### src/rtl/stripe_decoder_if.sv
// Sensor inputs and decoded outputs of the stripe decoder, grouped as one bus.
interface stripe_decoder_if;
    logic        reflectF;
    logic        reflectM;
    logic        reflectR;
    logic        clear;
    logic [15:0] stripe_count;
    logic [63:0] position;
    logic [31:0] period;
    logic        period_valid;
    logic        stripe_pulse;
    logic        seq_error;

    // Driver side: owns the sensors and clear, observes the decoded state
    modport master (
        output reflectF, reflectM, reflectR, clear,
        input  stripe_count, position, period, period_valid, stripe_pulse, seq_error
    );

    // Decoder side
    modport slave (
        input  reflectF, reflectM, reflectR, clear,
        output stripe_count, position, period, period_valid, stripe_pulse, seq_error
    );
endinterface

### src/rtl/stripe_decoder.sv
// Stripe decoder: synchronises and debounces the front/middle/rear reflective
// sensors, counts front-stripe edges, reconstructs position and stripe period,
// and flags sensor events that arrive out of F -> M -> R order.
module stripe_decoder #(
    parameter logic [63:0] STRIPE_PITCH    = 64'd30480000000,
    parameter logic [63:0] FIRST_OFFSET    = 64'd15240000000,
    parameter int unsigned DEBOUNCE_CYCLES = 16
) (
    input  logic            clk,
    input  logic            rst_n,
    stripe_decoder_if.slave bus
);
    localparam int unsigned CntW = (DEBOUNCE_CYCLES > 1) ? $clog2(DEBOUNCE_CYCLES) : 1;
    localparam logic [CntW-1:0] CntMax = CntW'(DEBOUNCE_CYCLES - 1);

    typedef enum logic [1:0] {StIdle, StSeenF, StSeenM} state_e;

    // Sensor vectors are ordered {R, M, F}
    logic [2:0]      raw;
    logic [2:0]      sync1_q, sync2_q;
    logic [2:0]      filt_q, filt_d;
    logic [2:0]      prev_q;
    logic [2:0]      rise;
    logic [CntW-1:0] deb_q [3];
    logic [CntW-1:0] deb_d [3];

    state_e      state_q, state_d;
    logic [15:0] count_q, count_d;
    logic [63:0] position_q, position_d;
    logic [31:0] period_q, period_d;
    logic [31:0] pcnt_q, pcnt_d, pcnt_inc;
    logic        pulse_q, pulse_d;
    logic        pv_q, pv_d;
    logic        err_q, err_d;
    logic        multi;

    assign raw = {bus.reflectR, bus.reflectM, bus.reflectF};

    // Input path: 2-flop synchroniser, debounce state and previous filtered level
    always_ff @(posedge clk or negedge rst_n) begin
        if (!rst_n) begin
            sync1_q <= '0;
            sync2_q <= '0;
            filt_q  <= '0;
            prev_q  <= '0;
            for (int i = 0; i < 3; i++) deb_q[i] <= '0;
        end else begin
            sync1_q <= raw;
            sync2_q <= sync1_q;
            filt_q  <= filt_d;
            prev_q  <= filt_q;
            for (int i = 0; i < 3; i++) deb_q[i] <= deb_d[i];
        end
    end

    // Debounce: accept the synced level once it has differed for DEBOUNCE_CYCLES cycles
    always_comb begin
        filt_d = filt_q;
        for (int i = 0; i < 3; i++) begin
            deb_d[i] = '0;
            if (sync2_q[i] != filt_q[i]) begin
                if (deb_q[i] == CntMax) begin
                    filt_d[i] = sync2_q[i];
                end else begin
                    deb_d[i] = deb_q[i] + 1'b1;
                end
            end
        end
    end

    assign rise     = filt_q & ~prev_q;
    assign multi    = (rise[0] & rise[1]) | (rise[0] & rise[2]) | (rise[1] & rise[2]);
    // Saturating increment doubles as the period of an edge arriving now
    assign pcnt_inc = (pcnt_q == '1) ? pcnt_q : pcnt_q + 32'd1;

    // Decoded state: sequence checker, count, position and period
    always_ff @(posedge clk or negedge rst_n) begin
        if (!rst_n) begin
            state_q    <= StIdle;
            count_q    <= '0;
            position_q <= '0;
            period_q   <= '0;
            pcnt_q     <= '0;
            pulse_q    <= 1'b0;
            pv_q       <= 1'b0;
            err_q      <= 1'b0;
        end else begin
            state_q    <= state_d;
            count_q    <= count_d;
            position_q <= position_d;
            period_q   <= period_d;
            pcnt_q     <= pcnt_d;
            pulse_q    <= pulse_d;
            pv_q       <= pv_d;
            err_q      <= err_d;
        end
    end

    // Next-state: sequence FSM plus front-edge bookkeeping; clear wins over any edge
    always_comb begin
        state_d    = state_q;
        count_d    = count_q;
        position_d = position_q;
        period_d   = period_q;
        pcnt_d     = pcnt_inc;
        pulse_d    = 1'b0;
        pv_d       = 1'b0;
        err_d      = err_q;

        if (bus.clear) begin
            state_d    = StIdle;
            count_d    = '0;
            position_d = '0;
            period_d   = '0;
            pcnt_d     = '0;
            err_d      = 1'b0;
        end else begin
            if (multi) begin
                err_d   = 1'b1;
                state_d = rise[0] ? StSeenF : StIdle;
            end else begin
                case (state_q)
                    StIdle: begin
                        if (rise[0]) begin
                            state_d = StSeenF;
                        end else if (rise[1] || rise[2]) begin
                            err_d = 1'b1;
                        end
                    end
                    StSeenF: begin
                        if (rise[1]) begin
                            state_d = StSeenM;
                        end else if (rise[0]) begin
                            err_d = 1'b1;
                        end else if (rise[2]) begin
                            err_d   = 1'b1;
                            state_d = StIdle;
                        end
                    end
                    StSeenM: begin
                        if (rise[2]) begin
                            state_d = StIdle;
                        end else if (rise[0]) begin
                            err_d   = 1'b1;
                            state_d = StSeenF;
                        end else if (rise[1]) begin
                            err_d = 1'b1;
                        end
                    end
                    default: state_d = StIdle;
                endcase
            end

            if (rise[0]) begin
                pulse_d = 1'b1;
                pcnt_d  = '0;
                // A zero count means this is the first front edge since reset/clear
                if (count_q != '0) begin
                    period_d = pcnt_inc;
                    pv_d     = 1'b1;
                end
                if (count_q != '1) begin
                    count_d    = count_q + 16'd1;
                    position_d = (count_q == '0) ? FIRST_OFFSET : position_q + STRIPE_PITCH;
                end
            end
        end
    end

    assign bus.stripe_count = count_q;
    assign bus.position     = position_q;
    assign bus.period       = period_q;
    assign bus.period_valid = pv_q;
    assign bus.stripe_pulse = pulse_q;
    assign bus.seq_error    = err_q;
endmodule

### src/flat_wrapper.sv
// flat-port wrapper written by rule: the top's interface ports become plain ports
module stripe_decoder_flat 
#(
    parameter logic [63:0] STRIPE_PITCH    = 64'd30480000000,
    parameter logic [63:0] FIRST_OFFSET    = 64'd15240000000,
    parameter int unsigned DEBOUNCE_CYCLES = 16
)
  (clk, rst_n, bus_reflectF, bus_reflectM, bus_reflectR, bus_clear, bus_stripe_count, bus_position, bus_period, bus_period_valid, bus_stripe_pulse, bus_seq_error);
  stripe_decoder_if bus_i ();
  input  logic clk;
  input  logic rst_n;
  input wire logic [$bits(bus_i.reflectF)-1:0] bus_reflectF;
  input wire logic [$bits(bus_i.reflectM)-1:0] bus_reflectM;
  input wire logic [$bits(bus_i.reflectR)-1:0] bus_reflectR;
  input wire logic [$bits(bus_i.clear)-1:0] bus_clear;
  output wire logic [$bits(bus_i.stripe_count)-1:0] bus_stripe_count;
  output wire logic [$bits(bus_i.position)-1:0] bus_position;
  output wire logic [$bits(bus_i.period)-1:0] bus_period;
  output wire logic [$bits(bus_i.period_valid)-1:0] bus_period_valid;
  output wire logic [$bits(bus_i.stripe_pulse)-1:0] bus_stripe_pulse;
  output wire logic [$bits(bus_i.seq_error)-1:0] bus_seq_error;
  assign bus_i.reflectF = bus_reflectF;
  assign bus_i.reflectM = bus_reflectM;
  assign bus_i.reflectR = bus_reflectR;
  assign bus_i.clear = bus_clear;
  assign bus_stripe_count = bus_i.stripe_count;
  assign bus_position = bus_i.position;
  assign bus_period = bus_i.period;
  assign bus_period_valid = bus_i.period_valid;
  assign bus_stripe_pulse = bus_i.stripe_pulse;
  assign bus_seq_error = bus_i.seq_error;
  stripe_decoder #(.STRIPE_PITCH(STRIPE_PITCH), .FIRST_OFFSET(FIRST_OFFSET), .DEBOUNCE_CYCLES(DEBOUNCE_CYCLES)) u_core (.clk(clk), .rst_n(rst_n), .bus(bus_i));
endmodule
### config.mk
export PLATFORM = sky130hd
export DESIGN_NAME = stripe_decoder_flat
export DESIGN_NICKNAME = d
export VERILOG_FILES = /design/src/rtl/stripe_decoder_if.sv /design/src/rtl/stripe_decoder.sv /design/src/flat_wrapper.sv
export SDC_FILE = /design/constraint.sdc
export NUM_CORES = 1
export LEC_CHECK = 0
export ABC_AREA = 1
export CAP_MARGIN = 5
export CORE_AREA = 2 2 277 142
export DETAILED_ROUTE_END_ITERATION = 7
export DIE_AREA = 0 0 279 144
export GPL_TIMING_DRIVEN = 0
export HOLD_SLACK_MARGIN = 0.15
export PLACE_DENSITY_LB_ADDON = 0.12
export SYNTH_ARGS = -nofsm -noshare
export SYNTH_HDL_FRONTEND = slang
export SYNTH_SLANG_ARGS = --single-unit
### constraint.sdc
create_clock -name clk -period 1.73 [get_ports clk]
set_input_delay 0.346 -clock clk [delete_from_list [all_inputs] [get_ports clk]]
set_output_delay 0.346 -clock clk [all_outputs]
set_load 0.01 [all_outputs]
==> impl_metrics.env <==
export IMPL_skew_ps=18.8
export IMPL_die_w_um=279
export IMPL_ys_warn_count=0
export IMPL_rr_worst_depth=11
export IMPL_final_cells=2108
export IMPL_start_util_pct=24.6
export IMPL_cts_made_buffers=17
export IMPL_cap_violations=0
export IMPL_status="finished with violations"
export IMPL_p_leak_nw=8.00
export IMPL_violations="negative setup slack"
export IMPL_rows=51
export IMPL_dr_first_iter_drc_count=956
export IMPL_place_hpwl_mm=27.7
export IMPL_routed_wl_mm=40.4
export IMPL_numPortBuffers=110
export IMPL_first_global_vias=9039
export IMPL_period_needed_ps=1830
export IMPL_synth_main_ff_cell="dfrtp_1"
export IMPL_drive_gt1_share_pct=44.5
export IMPL_drtPass1Iterations=5
export IMPL_regToRegSetupSlack_ps=-100
export IMPL_setup_viol=60
export IMPL_grt_max_degree=88
export IMPL_path_max_fanout=5
export IMPL_ioPinCount=121
export IMPL_cp_end_kind="register"
export IMPL_hold_path_endpoint="u_core.pcnt_q[0]"
export IMPL_r2r_end="u_core.bus.period[3]"
export IMPL_placedCellCount=1911
export IMPL_period_share_pct=106
export IMPL_ys_ff_latch=164
export IMPL_slew_viol_final=0
export IMPL_synth_area_top_cells="dfrtp_1 44%, nand2_1 15%, nor2_1 7.6%"
export IMPL_synthTopCellsByCount="386 x nand2_1, 189 x nor2_1, 164 x dfrtp_1"
export IMPL_synth_area_um2=9380
export IMPL_tightest_slew_ps=704
export IMPL_gp_congestion=0.958
export IMPL_htreeDepth=4
export IMPL_syn_avg_cell_area_um2=7.28
export IMPL_postLayoutSetupSlackWorst_ps=-98.8
export IMPL_syn_to_final_growth_pct=68.3
export IMPL_preCtsSetupSlack_ps=-753
export IMPL_combPwrFrac_pct=9.3
export IMPL_switchingPower_mw=2.46
export IMPL_drt_vias_per_instance=4.79
export IMPL_hold_viol_final=0
export IMPL_clock_fmax_mhz=547
export IMPL_ir_drop_v=0.000484
export IMPL_path_clk_slew_ps=80
export IMPL_clockRootBuffer="clkbuf_16"
export IMPL_core_area_um2=38100
export IMPL_p_int_mw=6.52
export IMPL_yosysMostFrequentCell="nand2_1"
export IMPL_fin_nets=1610
export IMPL_die_height_um=144
export IMPL_synth_top_area_share_pct=43.7
export IMPL_worstPathRequired_ps=2080
export IMPL_synth_edf_count=0
export IMPL_hp_class="input port to register"
export IMPL_grt_overflow_total=0
export IMPL_post_drt_wl_per_cell_um=19.2
export IMPL_clk_latency_ps=460
export IMPL_min_from="bus_clear"
export IMPL_track_usage_pct=19.3
export IMPL_arrival_ps=2170
export IMPL_regToRegStartpoint="u_core.bus.stripe_count[0]"
export IMPL_ys_async_sr_fraction_pct=100
export IMPL_clock_sinks=164
export IMPL_rsz0062_at_grt="true"
export IMPL_synth_cells=1289
export IMPL_seqPwrFrac_pct=43.9
export IMPL_die_area_um2=40200
export IMPL_min_delay_path_depth=2
export IMPL_power_mw=8.97
export IMPL_p_per_area_nw_per_um2=568
export IMPL_slew_headroom_pct=53.0
export IMPL_switching_share_pct=27.4
export IMPL_antenna_left=0
export IMPL_antenna_cells=0
export IMPL_fin_hold_ws_ps=214
export IMPL_p_clk_share_pct=46.8
export IMPL_antenna_found_initial=0
export IMPL_synth_top_area_cell="dfrtp_1"
export IMPL_post_route_drc_count=0
export IMPL_critical_path_class="register to register"
export IMPL_yosys_cell_types_count=41
export IMPL_grt_pass1_wl_mm=57.2
export IMPL_yosysSeqAreaShare_pct=43.7
export IMPL_tritoncts="done"
export IMPL_cts_path_max_buffers=2
export IMPL_vias=10095
export IMPL_start_kind="register"
-- sequential cells by signal, indices dropped and copies added (netlist names), 2 cells and up --
register / cells
u_core.state_q: 2
u_core.bus.period: 32
u_core.bus.stripe_count: 16
u_core.bus.position: 55
u_core.pcnt_q: 32
u_core.sync1_q: 3
u_core.filt_q: 3
u_core.deb_q: 12
u_core.prev_q: 3
u_core.sync2_q: 3
-- critical path, stage by stage, from the launching register on --
cell and delay, ps:
dfrtp_2 450, buf_6 140, inv_6 60, ha_4 150, nand3_4 80, nor2_4 110
nand2_4 90, nand2_4 120, nor2_4 60, buf_12 150, buf_8 130, a22o_1 180
-- metrics by stage --
step | TNS, ps | area, µm² | util (%)
floorplan | 0 | 9410 | -
global placement | -1261960 | 11100 | 29.3
detailed placement | -55710 | 11200 | 29.3
CTS | -2330 | 13500 | 35.4
global route | -9700 | 15800 | 41.5
finish | -2480 | 15800 | 41.5
-- worst max path at each step --
stage,end,from,slack [ps]
floorplan,u_core.bus.position[47],u_core.bus.stripe_count[0],60
global placement,u_core.bus.position[28],rst_n,-7370
detailed placement,u_core.bus.period[13],u_core.bus.stripe_count[0],-750
CTS,u_core.bus.position[61],u_core.bus.stripe_count[0],-110
global route,u_core.pcnt_q[24],u_core.pcnt_q[1],-170
finish,u_core.bus.period[3],u_core.bus.stripe_count[0],-100
-- cell type report --
cell class / count / area, µm²
sequential: 164 / 4180
fill: 3813 / 22300
clock buffer: 17 / 425
clock inverter: 14 / 191
timing repair buffer: 277 / 2750
buffer: 37 / 439
inverter: 142 / 594
tap: 503 / 629
timing repair inverter: 1 / 6.26
multi-input combinational: 953 / 6590
-- power by group through the flow --
stage               clock (mW)  sequential [mW]  combinational (mW)
floorplan                    0             4.00               0.251
global placement             0             4.01               0.507
detailed placement           0             4.01               0.517
CTS                       4.30             3.94               0.694
global route              4.47             3.95               0.901
finish                    4.20             3.94               0.830
-- cells by family (layout without fill, tap and decap cells) --
kind of cell | after synthesis | after routing | share of synthesized area [%]
compound gates | 145 | 145 | 9.39
xor+xnor | 40 | 40 | 3.73
fa+ha+maj | 11 | 11 | 1.47
buf+inv | 180 | 488 | 8.20
flops | 164 | 164 | 43.7
other cells | 1 | 9 | 0.0400
simple gates | 748 | 748 | 33.4
-- metal layers --
metal	track usage, %	vias up	wire (µm)
met1	32.5	4976	21400
met4	3.23	0	246
li1	-	4736	-
met3	5.59	21	3670
met2	22.7	362	15100
met5	0	-	0
-- what timing repair did --
action / CTS / global route
endpoints found under the hold margin: 77 / 0
buffers inserted: 73 / 80
gates resized for setup: 403 / 439
gates cloned: 7 / 8
pin swaps: 59 / 147
hold buffers: 1 / 0
setup endpoints to repair: 216 / 161
-- cell usage in the layout (no fill, tap or decap), types with 10 or more instances in the layout --
cell type / synthesis / routed
xor2_1: 26 / 12
nand3_4: 0 / 15
nand3_2: 3 / 23
nand2_1: 386 / 261
nand4_1: 32 / 32
nor2_1: 189 / 100
buf_6: 6 / 27
buf_4: 10 / 133
clkbuf_16: 0 / 24
nand2_2: 6 / 91
inv_2: 5 / 20
o21ai_0: 42 / 15
buf_8: 0 / 10
inv_1: 135 / 109
dfrtp_2: 0 / 59
a21oi_1: 48 / 21
nor3_2: 2 / 11
nor2_2: 4 / 36
nor2_4: 3 / 60
a22o_1: 11 / 11
buf_12: 0 / 16
dlygate4sd2_1: 0 / 73
o21ai_2: 0 / 19
nor3_1: 35 / 17
a21oi_2: 20 / 41
dfrtp_1: 164 / 105
xnor2_1: 14 / 13
dlymetal6s2s_1: 0 / 27
nand3_1: 78 / 43
xor2_2: 0 / 12
nand2_4: 0 / 33
Note: power is estimated with default switching activity, not from simulation.
